===== src/rtl/riscv_fmt_pkg.sv =====
// Shared RISC-V format codes, opcodes, scanner FSM encoding and the decoded-record type.
// Imported by the field decoder and the instruction scanner.
package riscv_fmt_pkg;

  localparam logic [2:0] FMT_R   = 3'd0;
  localparam logic [2:0] FMT_I   = 3'd1;
  localparam logic [2:0] FMT_S   = 3'd2;
  localparam logic [2:0] FMT_SB  = 3'd3;
  localparam logic [2:0] FMT_UJ  = 3'd4;
  localparam logic [2:0] FMT_U   = 3'd5;
  localparam logic [2:0] FMT_UNK = 3'd7;

  localparam logic [6:0] OP_REG    = 7'h33;
  localparam logic [6:0] OP_LOAD   = 7'h03;
  localparam logic [6:0] OP_IMM    = 7'h13;
  localparam logic [6:0] OP_JALR   = 7'h67;
  localparam logic [6:0] OP_STORE  = 7'h23;
  localparam logic [6:0] OP_BRANCH = 7'h63;
  localparam logic [6:0] OP_JAL    = 7'h6F;
  localparam logic [6:0] OP_LUI    = 7'h37;
  localparam logic [6:0] OP_AUIPC  = 7'h17;

  localparam logic [2:0] ST_IDLE  = 3'd0;
  localparam logic [2:0] ST_FETCH = 3'd1;
  localparam logic [2:0] ST_WAIT  = 3'd2;
  localparam logic [2:0] ST_OUT   = 3'd3;
  localparam logic [2:0] ST_DONE  = 3'd4;

  typedef struct packed {
    logic [2:0]  fmt;
    logic [6:0]  opcode;
    logic [4:0]  rd;
    logic [2:0]  funct3;
    logic [4:0]  rs1;
    logic [4:0]  rs2;
    logic [6:0]  funct7;
    logic [31:0] imm;
  } dec_t;

  function automatic logic [2:0] fmt_of(input logic [6:0] op);
    case (op)
      OP_REG:                   return FMT_R;
      OP_LOAD, OP_IMM, OP_JALR: return FMT_I;
      OP_STORE:                 return FMT_S;
      OP_BRANCH:                return FMT_SB;
      OP_JAL:                   return FMT_UJ;
      OP_LUI, OP_AUIPC:         return FMT_U;
      default:                  return FMT_UNK;
    endcase
  endfunction

endpackage


===== src/rtl/rv_field_decode.sv =====
// Combinational RISC-V word decoder: format class, raw fields and sign-extended immediate.
// Field slices are unconditional; only the immediate depends on the format.
module rv_field_decode
  import riscv_fmt_pkg::*;
(
  input  logic [31:0] instr,
  output dec_t        dec
);

  logic [2:0] fmt;
  assign fmt = fmt_of(instr[6:0]);

  always_comb begin
    // NOTE: every field gets a value on every path, so no latch can be inferred.
    dec        = '0;
    dec.fmt    = fmt;
    dec.opcode = instr[6:0];
    dec.rd     = instr[11:7];
    dec.funct3 = instr[14:12];
    dec.rs1    = instr[19:15];
    dec.rs2    = instr[24:20];
    dec.funct7 = instr[31:25];
    case (fmt)
      FMT_I:   dec.imm = {{20{instr[31]}}, instr[31:20]};
      FMT_S:   dec.imm = {{20{instr[31]}}, instr[31:25], instr[11:7]};
      FMT_SB:  dec.imm = {{19{instr[31]}}, instr[31], instr[7], instr[30:25], instr[11:8], 1'b0};
      FMT_UJ:  dec.imm = {{11{instr[31]}}, instr[31], instr[19:12], instr[20], instr[30:21], 1'b0};
      FMT_U:   dec.imm = {instr[31:12], 12'b0};
      default: dec.imm = '0;
    endcase
  end

endmodule


===== src/rtl/inst_scan_decoder.sv =====
// Instruction-memory scanner: fetches count words from start_addr (stride 4), decodes each
// one and presents it as a registered record on a valid/ready stream.
module inst_scan_decoder
  import riscv_fmt_pkg::*;
#(
  parameter int ADDR_W  = 32,
  parameter int CNT_W   = 8,
  parameter int MEM_LAT = 1
) (
  input  logic              clk,
  input  logic              reset,
  input  logic              start,
  input  logic [ADDR_W-1:0] start_addr,
  input  logic [CNT_W-1:0]  count,
  input  logic              abort,
  output logic [ADDR_W-1:0] mem_addr,
  output logic              mem_read,
  input  logic [31:0]       mem_data,
  output logic              out_valid,
  input  logic              out_ready,
  output logic [ADDR_W-1:0] out_pc,
  output logic [31:0]       out_instr,
  output logic [2:0]        out_type,
  output logic [6:0]        out_opcode,
  output logic [4:0]        out_rd,
  output logic [2:0]        out_funct3,
  output logic [4:0]        out_rs1,
  output logic [4:0]        out_rs2,
  output logic [6:0]        out_funct7,
  output logic [31:0]       out_imm,
  output logic              busy,
  output logic              done,
  output logic [CNT_W-1:0]  unk_count
);

  localparam logic [1:0] LAT = 2'(MEM_LAT);

  logic [2:0]        state;
  logic [ADDR_W-1:0] pc;
  logic [CNT_W-1:0]  remaining;
  logic [1:0]        lat_cnt;
  dec_t              dec;
  dec_t              out_dec;
  logic              latch;

  rv_field_decode u_decode (
    .instr (mem_data),
    .dec   (dec)
  );

  assign mem_addr = pc;
  assign mem_read = (state == ST_FETCH);
  assign busy     = (state != ST_IDLE);
  assign done     = (state == ST_DONE);

  // Data is captured MEM_LAT cycles after the read strobe: in FETCH itself for a zero-latency mem.
  assign latch = ((state == ST_FETCH) && (LAT == 2'd0)) ||
                 ((state == ST_WAIT)  && (lat_cnt == LAT));

  always_ff @(posedge clk) begin
    // NOTE: reset is synchronous and clears every register, so a mid-scan reset leaves no stale record.
    if (reset) begin
      state     <= ST_IDLE;
      pc        <= '0;
      remaining <= '0;
      lat_cnt   <= '0;
      unk_count <= '0;
      out_valid <= 1'b0;
      out_pc    <= '0;
      out_instr <= '0;
      out_dec   <= '0;
    end else if (abort && (state != ST_IDLE)) begin
      state     <= ST_IDLE;
      out_valid <= 1'b0;
    end else begin
      case (state)
        ST_IDLE: begin
          if (start && !abort) begin
            pc        <= start_addr & ~ADDR_W'(3);
            remaining <= count;
            unk_count <= '0;
            state     <= (count != '0) ? ST_FETCH : ST_DONE;
          end
        end
        ST_FETCH: begin
          lat_cnt <= 2'd1;
          state   <= (LAT == 2'd0) ? ST_OUT : ST_WAIT;
        end
        ST_WAIT: begin
          if (lat_cnt == LAT) state <= ST_OUT;
          else                lat_cnt <= lat_cnt + 2'd1;
        end
        ST_OUT: begin
          if (out_ready) begin
            out_valid <= 1'b0;
            pc        <= pc + ADDR_W'(4);
            remaining <= remaining - CNT_W'(1);
            state     <= (remaining == CNT_W'(1)) ? ST_DONE : ST_FETCH;
          end
        end
        ST_DONE: state <= ST_IDLE;
        default: state <= ST_IDLE;
      endcase

      if (latch) begin
        out_valid <= 1'b1;
        out_pc    <= pc;
        out_instr <= mem_data;
        out_dec   <= dec;
        if ((dec.fmt == FMT_UNK) && (unk_count != '1)) unk_count <= unk_count + CNT_W'(1);
      end
    end
  end

  assign out_type   = out_dec.fmt;
  assign out_opcode = out_dec.opcode;
  assign out_rd     = out_dec.rd;
  assign out_funct3 = out_dec.funct3;
  assign out_rs1    = out_dec.rs1;
  assign out_rs2    = out_dec.rs2;
  assign out_funct7 = out_dec.funct7;
  assign out_imm    = out_dec.imm;

endmodule


===== config.mk =====
export PLATFORM = sky130hd
export DESIGN_NAME = inst_scan_decoder
export DESIGN_NICKNAME = d
export VERILOG_FILES = /design/src/rtl/riscv_fmt_pkg.sv /design/src/rtl/rv_field_decode.sv /design/src/rtl/inst_scan_decoder.sv
export SDC_FILE = /design/constraint.sdc
export NUM_CORES = 1
export LEC_CHECK = 0
export CAP_MARGIN = 20
export CORE_MARGIN = 2
export CORE_UTILIZATION = 45
export DETAILED_ROUTE_END_ITERATION = 8
export PLACE_DENSITY = 0.84
export SLEW_MARGIN = 20
export SYNTH_ARGS = -nofsm -noshare
export SYNTH_HDL_FRONTEND = slang
export SYNTH_SLANG_ARGS = --single-unit

===== constraint.sdc =====
create_clock -name clk -period 3.87 [get_ports clk]
set_input_delay 0.774 -clock clk [delete_from_list [all_inputs] [get_ports clk]]
set_output_delay 0.774 -clock clk [all_outputs]
set_load 0.005 [all_outputs]

# Yosys cells after proc, flatten, opt, wreduce, memory -nomap -nowiden
# Cells that the tools add are included.
[totals]
out_inout_bits = 175
inputBits = 77
reg_bits = 185
elab_cells = 90
[classes]
bitwise_logic = 1
eq_ne = 26
addsub = 4
n_reduce_logical = 20
mux = 23
[op_table]
columns = ["op", "n"]
rows = [
  ["$pmux W32 S5", 1],
  ["$mux W32", 2],
  ["$pmux W32 S2", 1],
  ["$mux W8", 6],
  ["$add A32 B3 Y32 const B", 1],
  ["$eq A7 B6 Y1 const B", 3],
  ["$eq A7 B7 Y1 const B", 3],
  ["$pmux W3 S6", 1],
  ["$pmux W8 S2", 1],
  ["$mux W3", 5],
  ["$eq A7 B5 Y1 const B", 2],
  ["$eq A3 B2 Y1 const B", 4],
  ["$eq A3 B3 Y1 const B", 4],
  ["$pmux W3 S4", 1],
  ["$add A8 B1 Y8 const B", 1],
  ["$eq A8 B1 Y1 const B", 1],
  ["$ne A8 B8 Y1 const B", 1],
  ["$reduce_bool A2 Y1", 4],
  ["$reduce_bool A8 Y1", 1],
  ["$sub A8 B1 Y8 const B", 1],
  ["$eq A7 B2 Y1 const B", 1],
  ["$eq A3 B1 Y1 const B", 2],
  ["$ne A2 B2 Y1 const B", 3],
  ["$reduce_and A3 Y1", 2],
  ["15 further kinds", 22],
]

# Depth between registers and ports, before layout
# Gate-level depths: netlist of the first run.
[depth]
depth_word = 7
depth_mapped = 13
mapped_depth_nobuf = 10

# Cells and area by module
# A second synthesis of the first run with hierarchy kept.
[hier_totals]
hier_cells = 1124
area_unflattened_um2 = 8454.4
[by_module_without_submodules]
columns = ["mod", "cells_each", "n_inst", "area_per_inst_um2"]
rows = [
  ["inst_scan_decoder", 1011, 1, 7673.6],
  ["rv_field_decode", 113, 1, 780.7],
]

# Least setup slack after synthesis of the first run
# Ideal clock, no wire load.
[synth_timing]
path_type = "in2reg"
start = "input port mem_data[6]"
end = "register unk_count[4]"
arrival_ns = 3.224
slack_ns = 0.584
path_stages = 12
required_ns = 3.808
cell_sequence = "buf_2 > nand4b_1 > o21ai_0 > and4_2 > inv_2 > ha_1 > clkdlybuf4s15_1 > or3b_4 > a31oi_4 > o211ai_4 > or4_1 > nand3_1"
[synth_via]
elab_chain_cells = 7
elab_cells_between_ends = 16
classes_between = "10 x eq/ne; 3 x mux; 3 x reduce/logical"
[synth_rtl]
columns = ["item", "line_no", "text"]
rows = [
  ["from (decl)", "inst_scan_decoder.sv:18", "input logic [31:0] mem_data,"],
  ["$eq A7 B2 Y1, or another cell as far along", "riscv_fmt_pkg.sv:41", "case (op)"],
  ["$reduce_or A3 Y1 / $reduce_or A2 Y1 (equally long branches)", "riscv_fmt_pkg.sv:41", ""],
  ["$pmux W3 S6 (*)", "riscv_fmt_pkg.sv:41", ""],
  ["$eq A3 B3 Y1 (*)", "inst_scan_decoder.sv:110", "if ((dec.fmt == FMT_UNK) && (unk_count != '1)) unk_count <= unk_count + CNT_W'(1);"],
  ["$logic_and A1 B1 Y1 (*)", "inst_scan_decoder.sv:110", ""],
  ["$mux W8 (*)", "inst_scan_decoder.sv:110", ""],
  ["$mux W8 (*)", "inst_scan_decoder.sv:105", "if (latch) begin"],
  ["to (signal assigned)", "inst_scan_decoder.sv:110", ""],
  ["to (decl)", "inst_scan_decoder.sv:33", "output logic [CNT_W-1:0] unk_count"],
]
# Every way passes the cells marked *; elsewhere a longest branch is shown, timed or not.
# A chain may end at the register's enable or synchronous reset.

# Worst setup path in the final report of the first run
[layout_timing]
start = "input port mem_data[5]"
end = "register out_dec (netlist bit out_imm[12])"
[layout_via]
elab_chain_cells = 5
elab_cells_between_ends = 18
classes_between = "14 x eq/ne; 2 x mux; 2 x reduce/logical"
[layout_rtl]
columns = ["item", "line_no", "text"]
rows = [
  ["$eq A7 B2 Y1, or another cell as far along", "riscv_fmt_pkg.sv:41", ""],
  ["$reduce_or A3 Y1 / $reduce_or A2 Y1 (equally long branches)", "riscv_fmt_pkg.sv:41", ""],
  ["$pmux W3 S6 (*)", "riscv_fmt_pkg.sv:41", ""],
  ["$eq A3 B3 Y1, or another cell as far along", "rv_field_decode.sv:23", "case (fmt)"],
  ["$pmux W32 S5 (*)", "rv_field_decode.sv:23", ""],
  ["to (signal assigned)", "inst_scan_decoder.sv:71", "out_dec <= '0;"],
  ["to (signal assigned)", "inst_scan_decoder.sv:109", "out_dec <= dec;"],
  ["to (decl)", "inst_scan_decoder.sv:43", "dec_t out_dec;"],
]
# Marked as above.

==> results of run 1 <==
synth_stat cells, drive strengths merged (4+ instances only):
cell	instances
a21oi	114
o21ai	45
inv	11
nand2b	6
nor2	60
ha	6
dfxtp	149
a22oi	6
nand3	25
buf	44
o211ai	10
clkbuf	51
nor4	11
and4	5
nor3b	5
o21a	4
or3	7
and3	10
o22ai	10
o31ai	5
and2	7
a211oi	16
a22o	7
nand4	6
nor3	13
a21o	8
a31oi	9
nand2	190
a221o	19
metrics by stage:
stage | util | total power [W]
6_report | 0.661 | 0.00410
5_1_grt | 0.661 | 0.00425
4_1_cts | 0.661 | 0.00410
3_5_place_dp | 0.620 | 0.00236
3_3_place_gp | 0.620 | 0.00235
2_1_floorplan | - | 0.00205
sequential cells by signal, indices dropped and copies added, names as in the netlist:
signal,cells
unk_count,8
mem_addr,30
state,3
out_pc,30
out_instr,32
out_valid,1
remaining,8
out_imm,32
out_type,3
lat_cnt,2
worst min-delay path: stages, from the launching register on:
cell     delay, ns
dfxtp_1       0.31
nand2_1       0.05
a21oi_1       0.05
cells by family (layout without fill, tap and decap cells):
| group | after synthesis | after routing | share of synthesized area |
|---|---|---|---|
| simple gates | 362 | 362 | 0.237 |
| compound gates | 275 | 275 | 0.249 |
| flops | 149 | 149 | 0.421 |
| buf+inv | 107 | 308 | 0.0785 |
| fa+ha+maj | 6 | 6 | 0.0106 |
| mux | 2 | 2 | 0.00301 |
| other cells | 1 | 5 | 0.000530 |
power breakdown:
part	internal, W	switching [W]	total [W]
Combinational	0.000310	0.000326	0.000636
Sequential	0.00160	0.000107	0.00171
Clock	0.00106	0.000693	0.00175
metal layers:
layer	routed length [um]	track usage
met1	9270	0.322
met2	10700	0.441
met3	1920	0.0834
met4	387	0.0774
met5	0	0
path summary, 6_finish.rpt:
| path | from | to | slack (ns) | cells past startpoint |
|---|---|---|---|---|
| max | mem_data[5] | out_imm[12] | 0.46 | 10 |
| min reg2reg | out_pc[29] | out_pc[29] | 0.45 | 2 |
| max reg2reg | state[1] | out_imm[12] | 1.40 | 5 |
| min | out_pc[29] | out_pc[29] | 0.45 | 2 |
layout make-up:
type,instances,area [um^2],share of cell area
inverters,11,41.3,0.00409
repair buffers,265,2610,0.259
diodes,1,2.50,0.000248
clock buffers,19,453,0.0449
clock inverters,13,173,0.0171
well taps,211,264,0.0262
flip-flops and latches,149,2980,0.296
multi-input cells,649,3560,0.353
==> summary.md, run 1 <==
| Metric | Value |
|---|---|
| PortBufs | 245 |
| DRC | 0 |
| Skew final | 0.00960 ns |
| Slowest cell on the critical path | nor3_1 |
| Setup crit end kind | register |
| ANT nets after route | 0 |
| Synth-to-Final Area Change | 42.6% |
| Hpwl dp | 15,600 um |
| Placed inst area | 0.00946 mm^2 |
| Nets | 1,176 |
| # Max-Cap Violations | 0 |
| Total track usage | 0.262 |
| Pin count of the biggest net entering global routing | 68 |
| Critical path launch point type | primary input |
| Non-Filler Cell Area, Final | 0.0101 mm^2 |
| Clock Sinks | 149 |
| F_max | 0.293 GHz |
| Share of cells above drive strength 1 | 0.0642 |
| Clock transition at path regs | 0.07 ns |
| Sequential-to-total area share from yosys stat | 0.421 |
| Distinct cell type count after synthesis | 68 |
| WP data required | 4.22 ns |
| Clock Tree Root | clkbuf_16 |
| Drt total wl | 22,300 um |
| Drt first pass iters | 5 |
| Via count | 7,402 |
| Ports | 252 |
| FP Rows | 45 |
| CP top delay family | simple AND/OR/NAND/NOR gates |
| Area share of the largest cell type after synthesis | 0.421 |
| Setup Buffers After CTS | 0 |
| Crit-path max FO | 9 |
| Slew HR | 0.418 |
| Buf/Inv on CP | 2 |
| DIE AREA | 0.0167 mm^2 |
| Fill count | 1,254 |
| Hold_ws | 0.453 ns |
| Vias in the first global route | 6,843 |
| # hold bufs at CTS | 0 |
| Lkg Pwr | 3.49 nW |
| Hold Fails Final Rpt | 0 |
| DP Cell Count | 1,285 |
| Vias/cell | 5.62 |
| Die Height | 129 um |
| Crit share post-route | 0.881 |
| Commonest non-fill, non-tap cell in the layout | clkdlybuf4s50_1 |
| Worst slack at placement | 0.139 ns |
| Max-slew violation count | 0 |
| Worst Hold Class | register to register |
| Avg WL per Cell | 16.9 um |
| Warnings from Yosys | 0 |
| Setup violators final | 0 |
| Core ar. | 0.0153 mm^2 |
| TritonCTS Buffers | 17 |
| CTS tree | built |
| Die width | 129 um |
| PD cells | 406 mW/mm^2 |
| Unrepaired setup endpoints after global routing | no |
| Area of the mapped netlist | 0.00708 mm^2 |
| CP max stage delay | 0.72 ns |
| Post-layout minimum cycle time | 3.41 ns |
| Clock buffer depth | 2 |
| Synth Flop Type | dfxtp_1 |
| Setup TNS | 0 ns |
| Grt ovf | 0 |
| Post-cts resize count | 0 |
| Worst slew pin tran | 0.867 ns |
| Most frequent cells in the layout | clkdlybuf4s50_1 (244), nand2_1 (190), dfxtp_1 (149) |
| Maximum vdd drop | 0.000308 V |
| H-tree depth | 4 |
| Syn avg cell area | 7.85 um^2 |
| Setup CP Type | primary input to register |
| Synth top area cells | dfxtp_1 (42%), nand2_1 (10%), a21oi_1 (8.1%) |
| Worst skew pair latency | 0.42 ns |
| Post-synth ARST share | 0 |
| First-pass GRT wire length | 35,000 um |
| Status | completed |
| Yosys top cell by area | dfxtp_1 |
| GPL Wtd Cong | 0.887 |
| Initial antenna violation count | 1 |
| Post-synthesis cell count | 902 |
| 1st-iter DRT viols | 586 |
| Post-route setup slack | 0.462 ns |
| Crit path cell chain | clkdlybuf4s50_1, nand4b_1, o21ai_0, and4_2, inv_2, ha_1, or3b_4, nand3_1, nor3_1, a221o_1 |
| Worst Path Arrival | 3.76 ns |
| FF+latch count, synth | 149 |
| Initial core utilization | 0.464 |
| Post-synth EDFFs | 0 |
| Layout Cells excl Fill | 1,318 |
Power figures use the tool's default switching activity.
==> run 2, diff against run 1 <==
- CORE_UTILIZATION: 45 -> 47
- CTS_BUF_LIST: unset -> sky130_fd_sc_hd__clkbuf_4 sky130_fd_sc_hd__clkbuf_8
- PLACE_DENSITY: 0.84 -> 0.87
==> run 2 against run 1 <==
Cell area fell by 1.4%. Final cell count is 1.2% lower. Worst setup slack lost 0.067 ns. Die area is 4.1% lower. Fmax shrank 1.9%. Clock skew grew 0.012 ns. Via count up 0.78%. Global-route usage increased by 0.056 points. Clock power fell by 23%. Hold slack gained 0.0048 ns. Largest cell class unchanged.
==> summary.md, run 2 (synthesized netlist as in run 1, its figures left out) <==
| Metric | Value |
|---|---|
| Post-layout minimum cycle time | 3.47 ns (+0.0666 ns) |
| Synth-to-Final Area Change | 40.5% |
| First-pass GRT wire length | 34,300 um (-2.2%) |
| Worst Hold Class | register to register |
| Setup CP Type | primary input to register |
| Reg2reg start | state[1] |
| Drt first pass iters | 5 (unchanged) |
| Min-delay src | out_pc[2] |
| Worst slew pin tran | 1.05 ns (+0.188 ns) |
| DP Cell Count | 1,270 (-1.2%) |
| Flip-flop and latch area | 0.00298 mm^2 (unchanged) |
| Hold Fails Final Rpt | 0 (unchanged) |
| Clock Sinks | 149 (unchanged) |
| R2r setup slk | 1.34 ns (-0.06 ns) |
| Lkg Pwr | 3.46 nW (-0.86%) |
| TritonCTS Buffers | 17 (unchanged) |
| Core ar. | 0.0146 mm^2 (-4.0%) |
| Clock Tree Root | clkbuf_8 |
| Slowest cell on the critical path | a21oi_1 |
| Ant diodes | 0 (-1) |
| Avg WL per Cell | 16.7 um (-1.2%) |
| Critical path launch point type | primary input |
| Clock transition at path regs | 0.08 ns (about the same) |
| Unrepaired setup endpoints after global routing | no |
| DRC | 0 (unchanged) |
| Hpwl dp | 15,600 um (about the same) |
| Setup crit end kind | register |
| Most frequent cells in the layout | clkdlybuf4s50_1 (244), nand2_1 (190), dfxtp_1 (149) |
| Share of cells above drive strength 1 | 0.0742 (+0.0100) |
| Setup Buffers After CTS | 0 (unchanged) |
| Hold Path End | out_pc[2] |
| DIE AREA | 0.0161 mm^2 (-4.1%) |
| FP Rows | 44 (-2.2%) |
| Crit path cell chain | clkdlybuf4s50_1, nand2b_1, o21ai_0, and4_2, inv_2, ha_1, a31oi_1, o211ai_1, or3_1, a21oi_1, a221o_1 |
| Initial antenna violation count | 0 (-1) |
| CTS tree | built |
| Max-slew violation count | 0 (unchanged) |
| R2R cell count | 5 (unchanged) |
| RR Endpoint | out_imm[15] |
| Status | completed |
| Drt total wl | 21,800 um (-2.4%) |
| Vias/cell | 5.73 (+2.0%) |
| Worst Path Arrival | 3.87 ns (+0.11 ns) |
| 1st-iter DRT viols | 718 (+23%) |
| H-tree depth | 4 (unchanged) |
| Worst skew pair latency | 0.47 ns (+0.05 ns) |
| Setup violators final | 0 (unchanged) |
| Crit share post-route | 0.898 (+0.0172) |
| Final core occ | 0.679 (+0.0178) |
| Ports | 252 (unchanged) |
| Nets | 1,188 (+1.0%) |
| Crit-path max FO | 11 (+2) |
| Overall Power | 0.00369 W (-9.9%) |
| Die width | 127 um (-2.1%) |
| Post-cts resize count | 0 (unchanged) |
| Clock buffer depth | 2 (unchanged) |
| CP max stage delay | 0.75 ns (+0.03 ns) |
| Vias in the first global route | 6,675 (-2.5%) |
| Via count | 7,460 (+0.78%) |
| # hold bufs at CTS | 0 (unchanged) |
| Die Height | 127 um (-2.1%) |
| Commonest non-fill, non-tap cell in the layout | clkdlybuf4s50_1 |
| # Max-Cap Violations | 0 (unchanged) |
| PortBufs | 245 (unchanged) |
| Setup TNS | 0 ns (unchanged) |
| Grt ovf | 0 (unchanged) |
| Worst Hold Depth | 2 (unchanged) |
| Slew HR | 0.294 (-0.124) |
| Layout Cells excl Fill | 1,302 (-1.2%) |
| F_max | 0.288 GHz (-1.9%) |
| Multi-input combinational cell area | 0.00356 mm^2 (unchanged) |
| Skew final | 0.0218 ns (+0.0122 ns) |
| Pin count of the biggest net entering global routing | 77 (+13%) |
| PD cells | 371 mW/mm^2 (-8.6%) |
| Initial core utilization | 0.483 (+0.0195) |
| GPL Wtd Cong | 0.952 (+7.3%) |
| WP data required | 4.27 ns (+0.05 ns) |
| Total track usage | 0.263 (+0.000562) |
| Fill count | 1,169 (-6.8%) |
| ANT nets after route | 0 (unchanged) |
| Maximum vdd drop | 0.000240 V (-22%) |
[run 2: worst max-delay path by stage]
stage	from	to	depth (start not counted)
finish	mem_data[3]	out_imm[20]	11
global route	mem_data[3]	out_imm[28]	11
CTS	mem_data[3]	out_imm[20]	11
detailed placement	mem_data[3]	out_imm[29]	11
global placement	mem_data[3]	out_imm[26]	11
floorplan	mem_data[6]	unk_count[4]	12
[run 2: critical path: cells and delay by family]
kind / cells / cell delay (ns)
AOI/OAI and AO/OA: 5 / 1.46
and+or+nand+nor: 3 / 0.82
buffers and inverters: 2 / 0.52
adders and majority gates: 1 / 0.26
[run 2: where the power goes]
part | switching [W] | internal (W) | total [W]
registers | 0.000107 | 0.00160 | 0.00171
clock network | 0.000627 | 0.000717 | 0.00134
logic | 0.000323 | 0.000317 | 0.000640
total | 0.00106 | 0.00263 | 0.00369
[run 2: metrics by stage]
step / setup WS (ns) / hold WS (ns) / instance area [um^2]
floorplan: 0.584 / 0.449 / 7090
global placement: 0.0890 / 0.441 / 9510
detailed placement: -0.00992 / 0.448 / 9510
CTS: 0.448 / 0.460 / 9940
global route: 0.180 / 0.478 / 9940
finish: 0.395 / 0.458 / 9940
[run 2: layout make-up]
| type | instances | share of cell area |
|---|---|---|
| timing repair buffer | 277 | 0.271 |
| clock inverter | 14 | 0.0199 |
| clock buffer | 18 | 0.0243 |
| sequential | 149 | 0.300 |
| tap | 184 | 0.0232 |
| inverter | 11 | 0.00415 |
| multi-input combinational | 649 | 0.358 |
[run 2: layer usage]
metal	GRT usage	routed length [um]
met1	0.338	9280
met2	0.435	10300
met3	0.0633	1630
met4	0.0918	522
met5	0	0
